File: config.mk
export PLATFORM = sky130hd
export DESIGN_NAME = wb_commit
export DESIGN_NICKNAME = d
export VERILOG_FILES = /design/src/rtl/wb_commit.sv
export SDC_FILE = /design/constraint.sdc
export NUM_CORES = 1
export LEC_CHECK = 0
export CAP_MARGIN = 40
export CORE_ASPECT_RATIO = 1.75
export CORE_MARGIN = 2
export CORE_UTILIZATION = 56
export DETAILED_ROUTE_END_ITERATION = 6
export PLACE_DENSITY = 0.86
export SLEW_MARGIN = 40
export SYNTH_ARGS = -nofsm -noshare
export SYNTH_HDL_FRONTEND = slang
export SYNTH_SLANG_ARGS = --single-unit
File: constraint.sdc
create_clock -name clk -period 8.8 [get_ports clk]
set_input_delay 0.88 -clock clk [delete_from_list [all_inputs] [get_ports clk]]
set_output_delay 0.88 -clock clk [all_outputs]
set_load 0.02 [all_outputs]
File: src/rtl/wb_commit.sv
// -----------------------------------------------------------------------------
// wb_commit -- write-back commit unit for the RV32I core.
//
// Merges results from the single-cycle ALU path and the multi-cycle load path
// into one registered register-file write port, and tracks how many writes
// are still outstanding for each architectural register so decode can stall
// on read-after-write hazards.
//
// Build option: define WB_BYPASS_EN to forward the committing value to decode
// (byp_hit*/byp_data*) and to let stall ignore a source whose last pending
// write is being committed this cycle. Without it the forwarding outputs are
// tied to 0 and stall is purely count based.
//
// Ports:
//   clk, reset                    rising-edge clock, async active-high reset
//   issue_valid/issue_rd          issuing instruction and its destination
//   issue_ready                   issue accepted (destination count below 3)
//   rs1, rs2                      decode-stage source registers
//   stall                         a source still has pending writes
//   alu_valid/alu_rd/alu_data     ALU result, always accepted
//   ld_valid/ld_ready/ld_rd/ld_data  load result handshake
//   write_en/write_reg/write_data registered register-file write port
//   byp_hit1/2, byp_data1/2       forwarding outputs
// -----------------------------------------------------------------------------
module wb_commit #(
  parameter int XLEN      = 32,
  parameter int LDQ_DEPTH = 2
) (
  input  logic            clk,
  input  logic            reset,
  input  logic            issue_valid,
  input  logic [4:0]      issue_rd,
  output logic            issue_ready,
  input  logic [4:0]      rs1,
  input  logic [4:0]      rs2,
  output logic            stall,
  input  logic            alu_valid,
  input  logic [4:0]      alu_rd,
  input  logic [XLEN-1:0] alu_data,
  input  logic            ld_valid,
  output logic            ld_ready,
  input  logic [4:0]      ld_rd,
  input  logic [XLEN-1:0] ld_data,
  output logic            write_en,
  output logic [4:0]      write_reg,
  output logic [XLEN-1:0] write_data,
  output logic            byp_hit1,
  output logic            byp_hit2,
  output logic [XLEN-1:0] byp_data1,
  output logic [XLEN-1:0] byp_data2
);

  localparam int PW = $clog2(LDQ_DEPTH);

  // ---------------------------------------------------------------------------
  // Load-result FIFO. Storage is not reset: clearing the pointers and fill
  // count is enough to discard in-flight entries.
  // ---------------------------------------------------------------------------
  logic [XLEN-1:0] ldq_data_mem [LDQ_DEPTH];
  logic [4:0]      ldq_rd_mem   [LDQ_DEPTH];
  logic [PW-1:0]   rd_ptr_reg, wr_ptr_reg;
  logic [PW:0]     fill_reg;
  logic            ldq_full, ldq_empty, ldq_push, ldq_pop;

  assign ldq_full  = (fill_reg == (PW+1)'(LDQ_DEPTH));
  assign ldq_empty = (fill_reg == '0);
  // Readiness depends only on the current fill level, so a drain in the same
  // cycle does not open a slot until the next cycle.
  assign ld_ready  = !ldq_full;
  assign ldq_push  = ld_valid && !ldq_full;
  // The ALU always wins the commit slot; the head waits behind it.
  assign ldq_pop   = !alu_valid && !ldq_empty;

  always_ff @(posedge clk) begin
    if (ldq_push) begin
      ldq_data_mem[wr_ptr_reg] <= ld_data;
      ldq_rd_mem[wr_ptr_reg]   <= ld_rd;
    end
  end

  // Power-of-two depth: the pointers wrap naturally at their width.
  always_ff @(posedge clk or posedge reset) begin
    if (reset) begin
      rd_ptr_reg <= '0;
      wr_ptr_reg <= '0;
      fill_reg   <= '0;
    end else begin
      if (ldq_push) wr_ptr_reg <= wr_ptr_reg + PW'(1);
      if (ldq_pop)  rd_ptr_reg <= rd_ptr_reg + PW'(1);
      case ({ldq_push, ldq_pop})
        2'b10:   fill_reg <= fill_reg + (PW+1)'(1);
        2'b01:   fill_reg <= fill_reg - (PW+1)'(1);
        default: fill_reg <= fill_reg;
      endcase
    end
  end

  // ---------------------------------------------------------------------------
  // Commit register
  // ---------------------------------------------------------------------------
  logic            sel_valid;
  logic [4:0]      sel_rd;
  logic [XLEN-1:0] sel_data;
  logic            write_en_reg;
  logic [4:0]      write_reg_reg;
  logic [XLEN-1:0] write_data_reg;

  assign sel_valid = alu_valid || !ldq_empty;
  assign sel_rd    = alu_valid ? alu_rd   : ldq_rd_mem[rd_ptr_reg];
  assign sel_data  = alu_valid ? alu_data : ldq_data_mem[rd_ptr_reg];

  // An x0 result still takes the commit slot and updates write_reg/data, but
  // never raises write_en, so the register file and scoreboard ignore it.
  always_ff @(posedge clk or posedge reset) begin
    if (reset) begin
      write_en_reg   <= 1'b0;
      write_reg_reg  <= '0;
      write_data_reg <= '0;
    end else begin
      write_en_reg <= sel_valid && (sel_rd != 5'd0);
      if (sel_valid) begin
        write_reg_reg  <= sel_rd;
        write_data_reg <= sel_data;
      end
    end
  end

  assign write_en   = write_en_reg;
  assign write_reg  = write_reg_reg;
  assign write_data = write_data_reg;

  // ---------------------------------------------------------------------------
  // Pending-write scoreboard: a 2-bit counter per register, x0 fixed at 0.
  // ---------------------------------------------------------------------------
  logic [31:0][1:0] cnt_reg, cnt_next;
  logic             issue_inc;

  assign issue_ready = (issue_rd == 5'd0) || (cnt_reg[issue_rd] != 2'd3);
  assign issue_inc   = issue_valid && issue_ready && (issue_rd != 5'd0);

  assign cnt_next[0] = 2'd0;

  generate
    for (genvar gi = 1; gi < 32; gi++) begin : g_cnt
      logic inc_hit, dec_hit;
      assign inc_hit = issue_inc && (issue_rd == 5'(gi));
      assign dec_hit = write_en_reg && (write_reg_reg == 5'(gi));
      // Simultaneous issue and commit cancel; decrementing an idle counter
      // (a commit nobody scoreboarded) leaves it at zero.
      assign cnt_next[gi] =
        (inc_hit && !dec_hit)                            ? cnt_reg[gi] + 2'd1 :
        (dec_hit && !inc_hit && cnt_reg[gi] != 2'd0)    ? cnt_reg[gi] - 2'd1 :
                                                           cnt_reg[gi];
    end
  endgenerate

  always_ff @(posedge clk or posedge reset) begin
    if (reset) cnt_reg <= '0;
    else       cnt_reg <= cnt_next;
  end

  // ---------------------------------------------------------------------------
  // Hazard detection and forwarding
  // ---------------------------------------------------------------------------
  logic src1_busy, src2_busy;

  assign src1_busy = (rs1 != 5'd0) && (cnt_reg[rs1] != 2'd0);
  assign src2_busy = (rs2 != 5'd0) && (cnt_reg[rs2] != 2'd0);

`ifdef WB_BYPASS_EN
  assign byp_hit1  = write_en_reg && (write_reg_reg == rs1) && (rs1 != 5'd0);
  assign byp_hit2  = write_en_reg && (write_reg_reg == rs2) && (rs2 != 5'd0);
  assign byp_data1 = write_data_reg;
  assign byp_data2 = write_data_reg;
  // When the only outstanding write is the one on the port right now, decode
  // can take it from the bypass instead of waiting.
  assign stall = (src1_busy && !(cnt_reg[rs1] == 2'd1 && byp_hit1)) ||
                 (src2_busy && !(cnt_reg[rs2] == 2'd1 && byp_hit2));
`else
  assign byp_hit1  = 1'b0;
  assign byp_hit2  = 1'b0;
  assign byp_data1 = '0;
  assign byp_data2 = '0;
  assign stall     = src1_busy || src2_busy;
`endif

endmodule

==> flow_summary.yaml, run 1 <==
yosys:
  synthTopCellsByArea: "dfrtp_1 (26%), edfxtp_1 (22%), nor2_1 (5.1%), buf_4 (5.1%), mux2i_1 (4.4%)"
  yosys.area_share.simple_pct: 16.6
  synth_top_family_by_area: "simple AND/OR/NAND/NOR gates"
  synthAdderAreaFrac_pct: 0.125
  ys_seq_elements: 178
  synth_area_um2: 10000
  ys_seq_area_share_pct: 48.2
  avgSynthCellArea_um2: 10.3
  yosys.area.top_type: "dfrtp_1"
  syn_inst: 976
  synthArstFlopShare_pct: 58.4
  synthXorXnorAreaFrac_pct: 1.14
  synth-compound-area-share_pct: 15.6
  synth_edf_count: 74
  yosysWarnings: 0
  yosysTopAreaCellShare_pct: 26.0
  synth_mux_area_share_pct: 10.4
  ys_dominant_reg_cell: "dfrtp_1"
  synth_cell_type_count: 72
place:
  dp.cells: 1305
  gp_congestion: 1.04
  io_buffers: 134
  place_area_um2: 11300
  hpwl_um: 18600
route:
  routed_wl_um: 25000
  ant_nets: 0
  drt_first_pass_iters: 7
  via_count: 7858
  drt_iter0_drc: 445
  avgViaCountPerCell: 5.88
  route.detailed.drc: 0
  wire_per_inst_um: 18.7
floorplanning:
  pin_count: 201
  die-area_um2: 19000
  initial_core_util_pct: 57.1
  core_area_um2: 17500
  die_h_um: 181
  die_x_um: 105
  num_rows: 64
timing:
  setup_violations: 0
  slew_violations: 0
  worst_pin_slew_ns: 0.763
  maxSlewHeadroom_pct: 49.0
  period_needed_ns: 4.70
  hold_violations: 0
  finalCritPeriodShare_pct: 53.4
  timing.fmax_ghz: 0.213
  finalClockSkew_ns: 0.00946
  holdWs_ns: 0.541
  setup_tns_ns: 0
  grt_setup_unrepaired: "no"
clocking:
  clkTransAtPathRegs_ns: 0.07
  h-tree-depth: 4
  cts_tree: "yes"
  cts_resized: 0
  clock-sinks: 178
  clk_latency_ns: 0.43
  cts_setup_buffers: 0
  holdBufCountCts: 0
  cts_max_path_buffers: 2
  root_buffer: "clkbuf_16"
  cts_buffers: 17
setup_path:
  critical_path.most_common_cell: "clkdlybuf4s50_1"
  slowest_delay_ns: 0.66
  path_buf_inv: 3
  end_kind: "output pin"
  worstPathArrival_ns: 3.82
  crit_required_ns: 7.92
  worstPathMaxFanout: 26
  path_cells: "clkdlybuf4s50_1 > buf_4 > mux4_1 > a22o_1 > nor2_2 > a31oi_4 > a22oi_1 > clkdlybuf4s50_1"
  cp_slowest_cell: "clkdlybuf4s50_1"
  cp-start-kind: "input pin"
  r2r_start: "cnt_reg[33]"
  cp-startpoint: "issue_rd[0]"
  critPathKind: "input pin to output pin"
  cpLargestDelayFamily: "buffers and inverters"
grt:
  grt_pass1_wl_um: 40100
  grt_antenna_before_repair: 0
  grt_overflow: 0
  grt_pass1_vias: 7927
  grt_max_degree: 79
  grt_usage_pct: 27.1
final_layout:
  largest_reg_flops: 64
  drive_gt1_share_pct: 8.50
  syn_to_final_growth_pct: 18.7
  nets: 1188
  instances_no_fill: 1337
  final_cell_area_um2: 11900
  final_common_cell: "nor2_1"
  fill_cells: 1325
  num_antenna_cells: 0
  final_cell_mix: "nor2_1 (135), clkdlybuf4s50_1 (133), dfrtp_1 (103), o21ai_0 (87), nand2_1 (86)"
flow_run:
  maxCapViolCount: 0
power_and_ir_drop:
  internal_power_uw: 2050
  power_frac_clock_pct: 23.8
  switching_share_pct: 37.5
  seqPwrFrac_pct: 41.6
  power_switching_uw: 1230
  ir_drop_uv: 266
  comb_power_share_pct: 34.6
  cellPowerDensity_nw_per_um2: 277
  p_leak_uw: 0.00469
  fin_total_pwr_uw: 3290
min_path:
  hold_start: "cnt_reg[12]"
  hp-class: "register to register"
outcome:
  status: "completed"
final timing paths:
| check | slack, ns | cells after the start | end |
|---|---|---|---|
| worst max-delay path | 4.10 | 8 | issue_ready |
| worst min-delay path | 0.54 | 1 | cnt_reg[12] |
| worst max register to register | 6.17 | 7 | cnt_reg[46] |
| worst min register to register | 0.54 | 1 | cnt_reg[12] |
| max in group asynchronous | 6.93 | 3 | rd_ptr_reg |
| min in group asynchronous | 0.86 | 2 | write_data[31] |
metal layers:
layer  vias up  routed length [um]  track usage, %
met5         -                   0               0
met4         0                1770            19.5
met3       101                1510            5.95
met2       354               13000            47.3
met1      3742                8720            28.5
li1       3661                   -               -
synth_stat cells, drive strengths merged, types with 6 or more instances:
library cell and n:
nor4 8, mux4 24, a21oi 54, nand2 87, a211oi 35, edfxtp 74
o21ai 88, o21a 19, nor2 138, inv 19, mux2i 44, a31oi 9
nand2b 12, xnor2 10, nor2b 14, and2 6, a22oi 11, clkbuf 21
buf 87, nand3 11, dfrtp 104, and3 8, nor3 28
power by group through the flow:
stage / combinational, uW / clock [uW] / sequential, uW
floorplan: 753 / 0 / 1340
global placement: 1090 / 0 / 1360
detailed placement: 1130 / 0 / 1380
CTS: 1140 / 793 / 1360
global route: 1250 / 829 / 1400
finish: 1140 / 781 / 1370
cell families after synthesis:
logic type | count (synthesis)
compound gates | 245
xor+xnor | 13
fa+ha+maj | 1
buf+inv | 127
flops | 178
mux | 71
other cells | 1
simple gates | 340
cell type report:
class | count | area [um2] | area share, %
clock inverter | 15 | 179 | 1.51
tap | 231 | 289 | 2.43
clock buffer | 17 | 425 | 3.58
timing repair buffer | 141 | 1410 | 11.9
inverter | 19 | 73.8 | 0.622
multi-input combinational | 736 | 4670 | 39.3
sequential | 178 | 4830 | 40.6
stage by stage:
step / setup slack [ns] / util (%)
2_1_floorplan: 5.19 / -
3_3_place_gp: 4.20 / 64.0
3_5_place_dp: 4.14 / 64.2
4_1_cts: 4.13 / 67.7
5_1_grt: 4.01 / 67.7
6_report: 4.10 / 67.7
Note: power is estimated with default switching activity, not from simulation.
==> run 2: changes to the inputs <==
--- a/config.mk
+++ b/config.mk
@@ -8,9 +8,9 @@
 export CAP_MARGIN = 40
 export CORE_ASPECT_RATIO = 1.75
 export CORE_MARGIN = 2
-export CORE_UTILIZATION = 56
+export CORE_UTILIZATION = 47
 export DETAILED_ROUTE_END_ITERATION = 6
-export PLACE_DENSITY = 0.86
+export PLACE_DENSITY = 0.77
 export SLEW_MARGIN = 40
 export SYNTH_ARGS = -nofsm -noshare
 export SYNTH_HDL_FRONTEND = slang
==> constraint.sdc (replaced) <==
create_clock -name clk -period 3.85 [get_ports clk]
set_input_delay 0.385 -clock clk [delete_from_list [all_inputs] [get_ports clk]]
set_output_delay 0.385 -clock clk [all_outputs]
set_load 0.02 [all_outputs]
==> flow_summary.yaml, run 2 (synthesis results as in run 1) <==
floorplanning:
  die-area_um2: 22500
  die_x_um: 114
  pin_count: 201
  initial_core_util_pct: 47.8
  core_area_um2: 20900
  die_h_um: 197
  num_rows: 70
setup_path:
  critPathKind: "input pin to output pin"
  ff2ff_setup_slack_ns: 1.30
  cp-startpoint: "rs2[2]"
  worstPathMaxFanout: 9
  cp_slowest_cell: "clkdlybuf4s50_1"
  r2r_start: "cnt_reg[51]"
  worstPathArrival_ns: 3.06
  cp-start-kind: "input pin"
  reg2reg_depth: 7
  endpoint: "stall"
  path_cells: "clkdlybuf4s50_1 > mux4_2 > mux4_2 > a21oi_1 > o21bai_1 > clkdlybuf4s50_1"
  slowest_delay_ns: 0.75
  crit_required_ns: 3.46
  end_kind: "output pin"
  r2r_end: "cnt_reg[46]"
place:
  dp.cells: 1341
  gp_congestion: 0.978
  io_buffers: 134
  hpwl_um: 19700
route:
  ant_nets: 0
  via_count: 7912
  avgViaCountPerCell: 5.76
  routed_wl_um: 26300
  drt_first_pass_iters: 7
  wire_per_inst_um: 19.2
  route.detailed.drc: 0
  drt_iter0_drc: 490
grt:
  grt_overflow: 0
  grt_antenna_before_repair: 0
  grt_usage_pct: 23.9
  grt_pass1_wl_um: 41100
  grt_max_degree: 65
  grt_pass1_vias: 7821
power_and_ir_drop:
  ir_drop_uv: 409
  p_leak_uw: 0.00475
  fin_total_pwr_uw: 7380
  cellPowerDensity_nw_per_um2: 617
final_layout:
  instances_no_fill: 1373
  final_common_cell: "nor2_1"
  num_antenna_cells: 0
  largest_reg_flops: 64
  final_cell_mix: "nor2_1 (135), clkdlybuf4s50_1 (133), dfrtp_1 (103), o21ai_0 (87), nand2_1 (86)"
  drive_gt1_share_pct: 9.55
  syn_to_final_growth_pct: 19.4
  nets: 1203
clocking:
  cts_resized: 0
  clkTransAtPathRegs_ns: 0.07
  cts_max_path_buffers: 2
  clk_latency_ns: 0.43
  cts_tree: "yes"
  clock-sinks: 178
  root_buffer: "clkbuf_16"
  cts_setup_buffers: 0
  h-tree-depth: 4
  cts_buffers: 17
  holdBufCountCts: 0
timing:
  finalCritPeriodShare_pct: 89.5
  setup_violations: 0
  timing.fmax_ghz: 0.290
  hold_violations: 0
  setup_tns_ns: 0
  maxSlewHeadroom_pct: 47.4
  worst_pin_slew_ns: 0.786
  period_needed_ns: 3.45
  slew_violations: 0
  finalClockSkew_ns: 0.0101
  grt_setup_unrepaired: "no"
outcome:
  status: "completed"
min_path:
  hp-class: "input pin to register"
flow_run:
  maxCapViolCount: 0
[run 2: cell types whose count changed in the layout (fill, tap and decap cells not counted), sizes merged]
cell and delta:
clkbuf +4, clkinv +1, bufinv -3, buf +15, clkinvlp -2
[run 2: worst min-delay path by stage]
stage,to,cells after the start,slack [ns],from
floorplan,wr_ptr_reg,1,0.46,wr_ptr_reg
global placement,cnt_reg[58],1,0.51,cnt_reg[58]
detailed placement,cnt_reg[58],1,0.52,cnt_reg[58]
CTS,write_reg[2],3,0.32,alu_valid
global route,write_reg[2],3,0.34,alu_valid
finish,write_reg[2],3,0.33,alu_valid
[run 2: cell type report]
cell class	instances	area, um2
multi-input combinational	736	4660
clock buffer	21	475
sequential	178	4830
inverter	19	76.3
timing repair buffer	156	1530
clock inverter	11	73.8
tap	252	315
fill	1786	8980
[run 2: power by group]
part,switching (uW),leakage [uW],internal [uW]
Clock,739,0.000281,891
Sequential,545,0.00188,2550
Combinational,1520,0.00259,1130
[run 2: metal layers]
metal | GRT usage, % | share of wire [%] | wire [um]
met1 | 25.2 | 35 | 9310
met2 | 42.5 | 53 | 14100
met3 | 4.63 | 4.9 | 1290
met4 | 15.9 | 6.3 | 1650
met5 | 0 | 0 | 0
[run 2: worst max-delay path, delay by kind of cell]
kind | cells | cell delay (ns)
buffers and inverters | 2 | 1.37
multiplexers | 2 | 1.03
AO/OA/AOI/OAI | 2 | 0.28
[run 2: stage by stage]
step	util (%)	instance area (um2)	setup slack (ns)	hold WS (ns)
after floorplan	-	10300	0.733	0.460
after global placement	54.5	11400	0.404	0.506
after detailed placement	54.5	11400	0.394	0.520
after CTS	57.1	12000	0.382	0.319
after global routing	57.1	12000	0.296	0.338
final	57.1	12000	0.402	0.334
